$ cat src/rtl/dmem_port_arbiter.sv
// Round-robin arbiter sharing a single-port data memory between the vector
// pipeline's read stages (r_mem_1, r_mem_2) and write stages (w_mem_2, w_mem_3).
// One access per cycle is granted. Reads are tracked through a MEM_LAT-deep
// pipeline so that read data returns to the requester that issued the read.
module dmem_port_arbiter #(
    parameter int N_REQ   = 4,
    parameter int ADDR_W  = 32,
    parameter int DATA_W  = 32,
    parameter int MEM_LAT = 2
) (
    input  logic                      clk,
    input  logic                      rst,
    input  logic [N_REQ-1:0]          req_valid,
    input  logic [N_REQ-1:0]          req_we,
    input  logic [N_REQ*ADDR_W-1:0]   req_addr,
    input  logic [N_REQ*DATA_W-1:0]   req_wdata,
    output logic [N_REQ-1:0]          gnt,
    output logic [N_REQ-1:0]          stall,
    output logic [N_REQ-1:0]          rsp_valid,
    output logic [DATA_W-1:0]         rsp_rdata,
    output logic                      mem_en,
    output logic                      mem_we,
    output logic [ADDR_W-1:0]         mem_addr,
    output logic [DATA_W-1:0]         mem_wdata,
    input  logic [DATA_W-1:0]         mem_rdata,
    output logic                      busy
);

    localparam int IDX_W = (N_REQ > 1) ? $clog2(N_REQ) : 1;

    logic [IDX_W-1:0] ptr;
    logic [IDX_W-1:0] gidx;
    logic             found;
    logic [IDX_W-1:0] cand;

    // Read-tracking pipeline: stage 0 holds a read granted last cycle, the
    // last stage lines up with mem_rdata for that read.
    logic [MEM_LAT-1:0] vld_p;
    logic [IDX_W-1:0]   own_p [MEM_LAT];

    // Round-robin search from ptr for the first valid requester; nothing is
    // granted while reset is asserted.
    always_comb begin
        found = 1'b0;
        gidx  = '0;
        cand  = '0;
        gnt   = '0;
        if (!rst) begin
            for (int k = 0; k < N_REQ; k++) begin
                cand = IDX_W'((int'(ptr) + k) % N_REQ);
                if (!found && req_valid[cand]) begin
                    found = 1'b1;
                    gidx  = cand;
                end
            end
        end
        if (found) begin
            gnt[gidx] = 1'b1;
        end
    end

    // Steer the granted requester onto the memory port; all zero when idle.
    always_comb begin
        mem_en    = found;
        mem_we    = 1'b0;
        mem_addr  = '0;
        mem_wdata = '0;
        if (found) begin
            mem_we    = req_we[gidx];
            mem_addr  = req_addr[int'(gidx)*ADDR_W +: ADDR_W];
            mem_wdata = req_wdata[int'(gidx)*DATA_W +: DATA_W];
        end
    end

    assign stall = req_valid & ~gnt;
    assign busy  = |vld_p;

    // Priority pointer and read-valid pipeline; both are cleared by reset so
    // reads in flight at reset never produce a response.
    always_ff @(posedge clk or posedge rst) begin
        if (rst) begin
            ptr   <= '0;
            vld_p <= '0;
        end else begin
            if (found) begin
                ptr <= (gidx == IDX_W'(N_REQ - 1)) ? '0 : gidx + 1'b1;
            end
            vld_p[0] <= found & ~mem_we;
            for (int s = 1; s < MEM_LAT; s++) begin
                vld_p[s] <= vld_p[s-1];
            end
        end
    end

    // Owner ids travel alongside the valid bits; they are only observed when
    // the matching valid bit is set, so they need no reset.
    always_ff @(posedge clk) begin
        own_p[0] <= gidx;
        for (int s = 1; s < MEM_LAT; s++) begin
            own_p[s] <= own_p[s-1];
        end
    end

    // Return read data to the owner of the read reaching the pipeline tail.
    always_comb begin
        rsp_valid = '0;
        rsp_rdata = '0;
        if (vld_p[MEM_LAT-1]) begin
            rsp_valid[own_p[MEM_LAT-1]] = 1'b1;
            rsp_rdata                   = mem_rdata;
        end
    end

endmodule

$ cat config.mk
export PLATFORM = sky130hd
export DESIGN_NAME = dmem_port_arbiter
export DESIGN_NICKNAME = d
export VERILOG_FILES = /design/src/rtl/dmem_port_arbiter.sv
export SDC_FILE = /design/constraint.sdc
export NUM_CORES = 1
export LEC_CHECK = 0
export ABC_AREA = 1
export CAP_MARGIN = 20
export CORE_AREA = 3 3 156 158
export CTS_CLUSTER_DIAMETER = 150
export CTS_CLUSTER_SIZE = 14
export DETAILED_ROUTE_END_ITERATION = 8
export DIE_AREA = 0 0 159 161
export GPL_TIMING_DRIVEN = 0
export REMOVE_ABC_BUFFERS = 1
export SYNTH_ARGS = -nofsm -noshare
export SYNTH_HDL_FRONTEND = slang
export SYNTH_SLANG_ARGS = --single-unit
$ cat constraint.sdc
create_clock -name clk -period 3.5 [get_ports clk]
set_clock_uncertainty 0.05 [all_clocks]
set_input_delay 0.7 -clock clk [delete_from_list [all_inputs] [get_ports clk]]
set_output_delay 0.7 -clock clk [all_outputs]
set_load 0.005 [all_outputs]
Word level (Yosys, flattened, before mapping) --
Memory sizes are Yosys's and may differ from the RTL's. Index checks and enable logic that the tools add are counted.
Operators by class: add/subtract/negate cells 4, order comparisons 8, eq/ne operators 1, shift operators 2, mux-type cells 34, bitwise logic cells 4, reductions and logical operators 9
Operator list (number):
- $shiftx A128 B8 Y32 | 2
- $mux W32 | 3
- $lt A2 B3 Y1 const B | 6
- $mux W1 | 16
- $mux W2 | 6
- $bmux W1 S2 | 5
- $mux W4 | 2
- $logic_and A1 B1 Y1 | 5
- $add A2 B1 Y2 const B | 2
- $add A2 B2 Y2 const B | 2
- $and A4 B4 Y4 | 1
- $demux W1 S2 | 2
- $ge A2 B1 Y1 const B | 2
- $not A4 Y4 | 1
- $logic_not A1 Y1 | 3
- $eq A2 B2 Y1 const B | 1
- $reduce_or A2 Y1 | 1
- $and A1 B1 Y1 | 1
- $not A1 Y1 | 1
Storage, ports and cells: bits in registers 4, bits in writable memories 4, bits of input ports 298, word-level logic and storage cells 65, memories 1
Memory list:
- own_p | depth 2, bits a word 2, read ports 2, clocked after memory_dff 0, wr ports 2, line 39 | logic [IDX_W-1:0] own_p [MEM_LAT];

Logic depth before layout (Yosys ltp) --
word-level depth 23, gate-level depth with buffers 18

Worst setup path after synthesis --
Ideal clock, no wire load.
path type input to output, from in req_valid[3], to out stall[1], data arrival time 2131 ps, setup slack 619 ps, stages on the path 16, cells stage by stage inv_1 > nand2_1 > nand3_1 > nand2_1 > nor2_4 > nand3_2 > nand2_2 > inv_4 > nand2_2 > buf_6 > buf_4 > inv_2 > ha_1 > inv_1 > o21ai_0 > inv_1
On the way: longest elaborated chain between the ends 23, elaborated cells on any way between the ends 35, those cells by class order compare (2); mux (24); bitwise (2); reduce/logical (7)
Ends and longest elaborated chain:
- from (decl) | line 13 | input logic [N_REQ-1:0] req_valid,
- $bmux W1 S2 | line 51 | if (!found && req_valid[cand]) begin
- $mux W1 (implied by the code) | line 51
- $mux W1 | line 51
- $mux W1 | line 48 | if (!rst) begin
- $logic_not A1 Y1 | line 51
- $logic_and A1 B1 Y1 | line 51
- $mux W1 | line 51
- $mux W1 | line 48
- [... 8 more ...]
- named net gidx[0] | line 32 | logic [IDX_W-1:0] gidx;
- $lt A2 B3 Y1 (implied by the code) / $ge A2 B1 Y1 (equally long branches) | line 58 | gnt[gidx] = 1'b1;
- $logic_and A1 B1 Y1 (implied by the code) | line 58
- $mux W1 (implied by the code) | line 58
- $demux W1 S2 * | line 58
- $mux W4 * | line 57 | if (found) begin
- $not A4 Y4 * | line 75 | assign stall = req_valid & ~gnt;
- $and A4 B4 Y4 * | line 75
- to (decl) | line 18 | output logic [N_REQ-1:0] stall,
The timed path passes the listed nets; every way through them passes the cells marked *. The select of a mux whose other input is x is not followed.

Final worst setup path --
from reg ptr[0], to out stall[3]
On the way: longest elaborated chain between the ends 23, elaborated cells on any way between the ends 38, those cells by class add/sub (3); order compare (2); mux (24); bitwise (2); reduce/logical (7)
Ends and longest elaborated chain:
- from (decl) | line 31 | logic [IDX_W-1:0] ptr;
- from (signal assigned) | line 86 | ptr <= (gidx == IDX_W'(N_REQ - 1)) ? '0 : gidx + 1'b1;
- $bmux W1 S2 | line 51
- $mux W1 (implied by the code) | line 51
- $mux W1 | line 51
- $mux W1 | line 48
- $logic_not A1 Y1 | line 51
- $logic_and A1 B1 Y1 | line 51
- $mux W1 | line 51
- $mux W1 | line 48
- [... 8 more ...]
- named net gidx[0] | line 32
- $lt A2 B3 Y1 (implied by the code) / $ge A2 B1 Y1 (equally long branches) | line 58
- $logic_and A1 B1 Y1 (implied by the code) | line 58
- $mux W1 (implied by the code) | line 58
- $demux W1 S2 * | line 58
- $mux W4 * | line 57
- $not A4 Y4 * | line 75
- $and A4 B4 Y4 * | line 75
Marked as above.

==> flow_metrics.env <==
export IMPL_hold_class="flip-flop to flip-flop"
export IMPL_startpoint_type="flip-flop"
export IMPL_h_tree_depth=1
export IMPL_dp_hpwl_um=16500
export IMPL_place_area_um2=8610
export IMPL_max_slew_worst_pin_slew_ns=0.967
export IMPL_dr_pass1_iters=4
export IMPL_cp_max_fo=10
export IMPL_grt_usage_pct=21.8
export IMPL_hold_viol=0
export IMPL_wl_um=30400
export IMPL_grt_max_degree=41
export IMPL_timing_final_crit_share_pct=96.8
export IMPL_timing_critical_path_slowest_stage_cell="dfrtp_2"
export IMPL_tns_ns=0
export IMPL_yosysSeqAreaShare_pct=4.17
export IMPL_ir_worst_vdd_uv=461
export IMPL_via_per_inst=4.40
export IMPL_crit_family="buffers and inverters"
export IMPL_crit_top_cell="inv_1"
export IMPL_overflow=0
export IMPL_worstSetupPathType="flip-flop to primary output"
export IMPL_placeableCoreArea_um2=23300
export IMPL_final_cell_mix="clkdlybuf4s50_1, inv_1, nand3_1"
export IMPL_drtIter0Drc=381
export IMPL_cp_arrival_ns=2.64
export IMPL_cp_slowest_stage_delay_ns=0.48
export IMPL_power_density_nw_per_um2=792
export IMPL_syn_area_um2=4330
export IMPL_vias=7288
export IMPL_drtAntennaViolNets=0
export IMPL_row_count=56
export IMPL_clock_sinks=8
export IMPL_synth_avg_cell_area_um2=4.83
export IMPL_syn_to_final_growth_pct=133
export IMPL_synthDistinctLibCells=26
export IMPL_dp_slack_ns=-2.22
export IMPL_yosys_warnings=0
export IMPL_cts_tree="done"
export IMPL_clk_path_buf_depth=2
export IMPL_setup_slack_ns=0.112
export IMPL_die_area_um2=25600
export IMPL_ios=409
export IMPL_worstPathCellList="inv_6 -> nand2_1 -> nand2_2 -> nand2_1 -> inv_1 -> nor2_4 -> nand3_4 -> nand2_8 -> inv_16 -> buf_16 -> nand2_8 -> inv_4 -> ha_1 -> inv_1 -> o21ai_2 -> inv_1 -> clkdlybuf4s15_2"
export IMPL_max_freq_mhz=295
export IMPL_synthCells=895
export IMPL_maxCapViolCount=0
export IMPL_relSlewSlack_pct=35.5
export IMPL_crit_buf_inv=8
export IMPL_clock_root_buffer="clkbuf_16"
export IMPL_route_detailed_drc=0
export IMPL_layout_nets=1640
export IMPL_finalCriticalPeriod_ns=3.39
export IMPL_clock_latency_ns=0.23
export IMPL_wl_per_cell_um=18.3
export IMPL_initial_core_util_pct=18.6
export IMPL_grt_pass1_wl_um=43600
export IMPL_report_final_slew_viol_count=0
export IMPL_required_ns=2.75
export IMPL_clkSlewWorstSetupHoldPaths_ns=0.04
export IMPL_die_h_um=161
export IMPL_status="complete, no violations"
export IMPL_synth_seq_cells=8
export IMPL_p_leak_nw=5.16
export IMPL_design_area_um2=10100
export IMPL_buffer_ports_inserted=408
export IMPL_final_common_cell="clkdlybuf4s50_1"
export IMPL_cp_end_kind="primary output"
export IMPL_gp_congestion=0.831
export IMPL_layout_drive_gt1_share_pct=16.0
export IMPL_grt_pass1_vias=7184
export IMPL_cts_buffers=3
export IMPL_utilization_pct=43.3
export IMPL_die_width_um=159
export IMPL_antenna_cells=0
export IMPL_antenna_found_initial=0
export IMPL_setup_violations=0
## per-layer routing
metal	vias up	global-route usage, %	wire length [µm]
met3	30	4.46	2100
met5	-	0	0
li1	3632	-	-
met2	331	41.2	15400
met1	3295	25.3	12300
met4	0	4.54	540
## final timing paths
path,start,end,slack (ns),cells after the start
max,ptr[0]$_DFFE_PP0P_,stall[3],0.11,17
min,own_p[0][0]$_DFF_P_,own_p[0][2]$_DFF_P_,0.27,0
max reg2reg,ptr[1]$_DFFE_PP0P_,ptr[0]$_DFFE_PP0P_,1.10,16
min reg2reg,own_p[0][0]$_DFF_P_,own_p[0][2]$_DFF_P_,0.27,0
max in group asynchronous,rst,ptr[0]$_DFFE_PP0P_,2.37,3
min in group asynchronous,rst,ptr[0]$_DFFE_PP0P_,0.89,3
## synthesized netlist by cell type
master    instances  area share, %
inv_1           246             21
nand2_1         204             18
nand3_1         201             23
a21oi_1          65            7.5
nand3b_1         65             11
buf_2            32            3.7
clkbuf_1         18            1.6
buf_6             9            2.3
buf_4             8            1.4
nor2_1            8           0.69
o21ai_0           5           0.58
dfrtp_1           4            2.3
dfxtp_1           4            1.9
ha_1              4            1.2
inv_2             4           0.35
nor3_1            4           0.46
nand2_2           3           0.43
buf_1             2           0.17
nor2_4            2           0.52
a211oi_2          1           0.29
inv_4             1           0.14
inv_6             1           0.20
nand3_2           1           0.23
nor2_2            1           0.14
o21ai_2           1           0.20
or2_2             1           0.14
## kinds of logic (layout without fill, tap and decap cells)
family,after synthesis,after routing,synth area share (%)
adders and majority gates,4,4,1.16
buffers and inverters,321,750,31.2
DFF,8,8,4.17
and+or+nand+nor,490,503,54.9
AOI/OAI and AO/OA,72,72,8.59
## sequential cells by signal, summed over array words and instances (netlist names)
signal,cells
vld_p,2
ptr,2
own_p,4
## timing repair
item,4_1_cts,5_1_grt
buffers inserted,52,15
gates resized for setup,218,81
gates cloned,23,2
pin swaps,26,17
setup endpoints to repair,78,74
hold buffers,0,0
## power breakdown
part | internal (mW) | switching [mW] | leakage, nW | total, mW
Sequential | 0.129 | 0.0736 | 0.0821 | 0.202
Combinational | 3.50 | 4.08 | 5.04 | 7.58
Clock | 0.152 | 0.0459 | 0.0382 | 0.198
## through the flow
stage                     total power, mW  hold WS, ns  cells
after detailed placement             5.18        0.262   1560
after global routing                 8.57        0.279   1656
after CTS                            7.63        0.267   1639
after floorplan                      2.45        0.260    826
after global placement               4.17        0.261   1553
final                                7.97        0.266   1656
## final cells by class
type	instances	area, µm²
fill	2486	13200
timing repair inverter	2	17.5
inverter	252	973
timing repair buffer	492	5130
sequential	8	181
tap	319	399
clock buffer	4	78.8
multi-input combinational	579	3290
(Power assumes the default switching activity.)
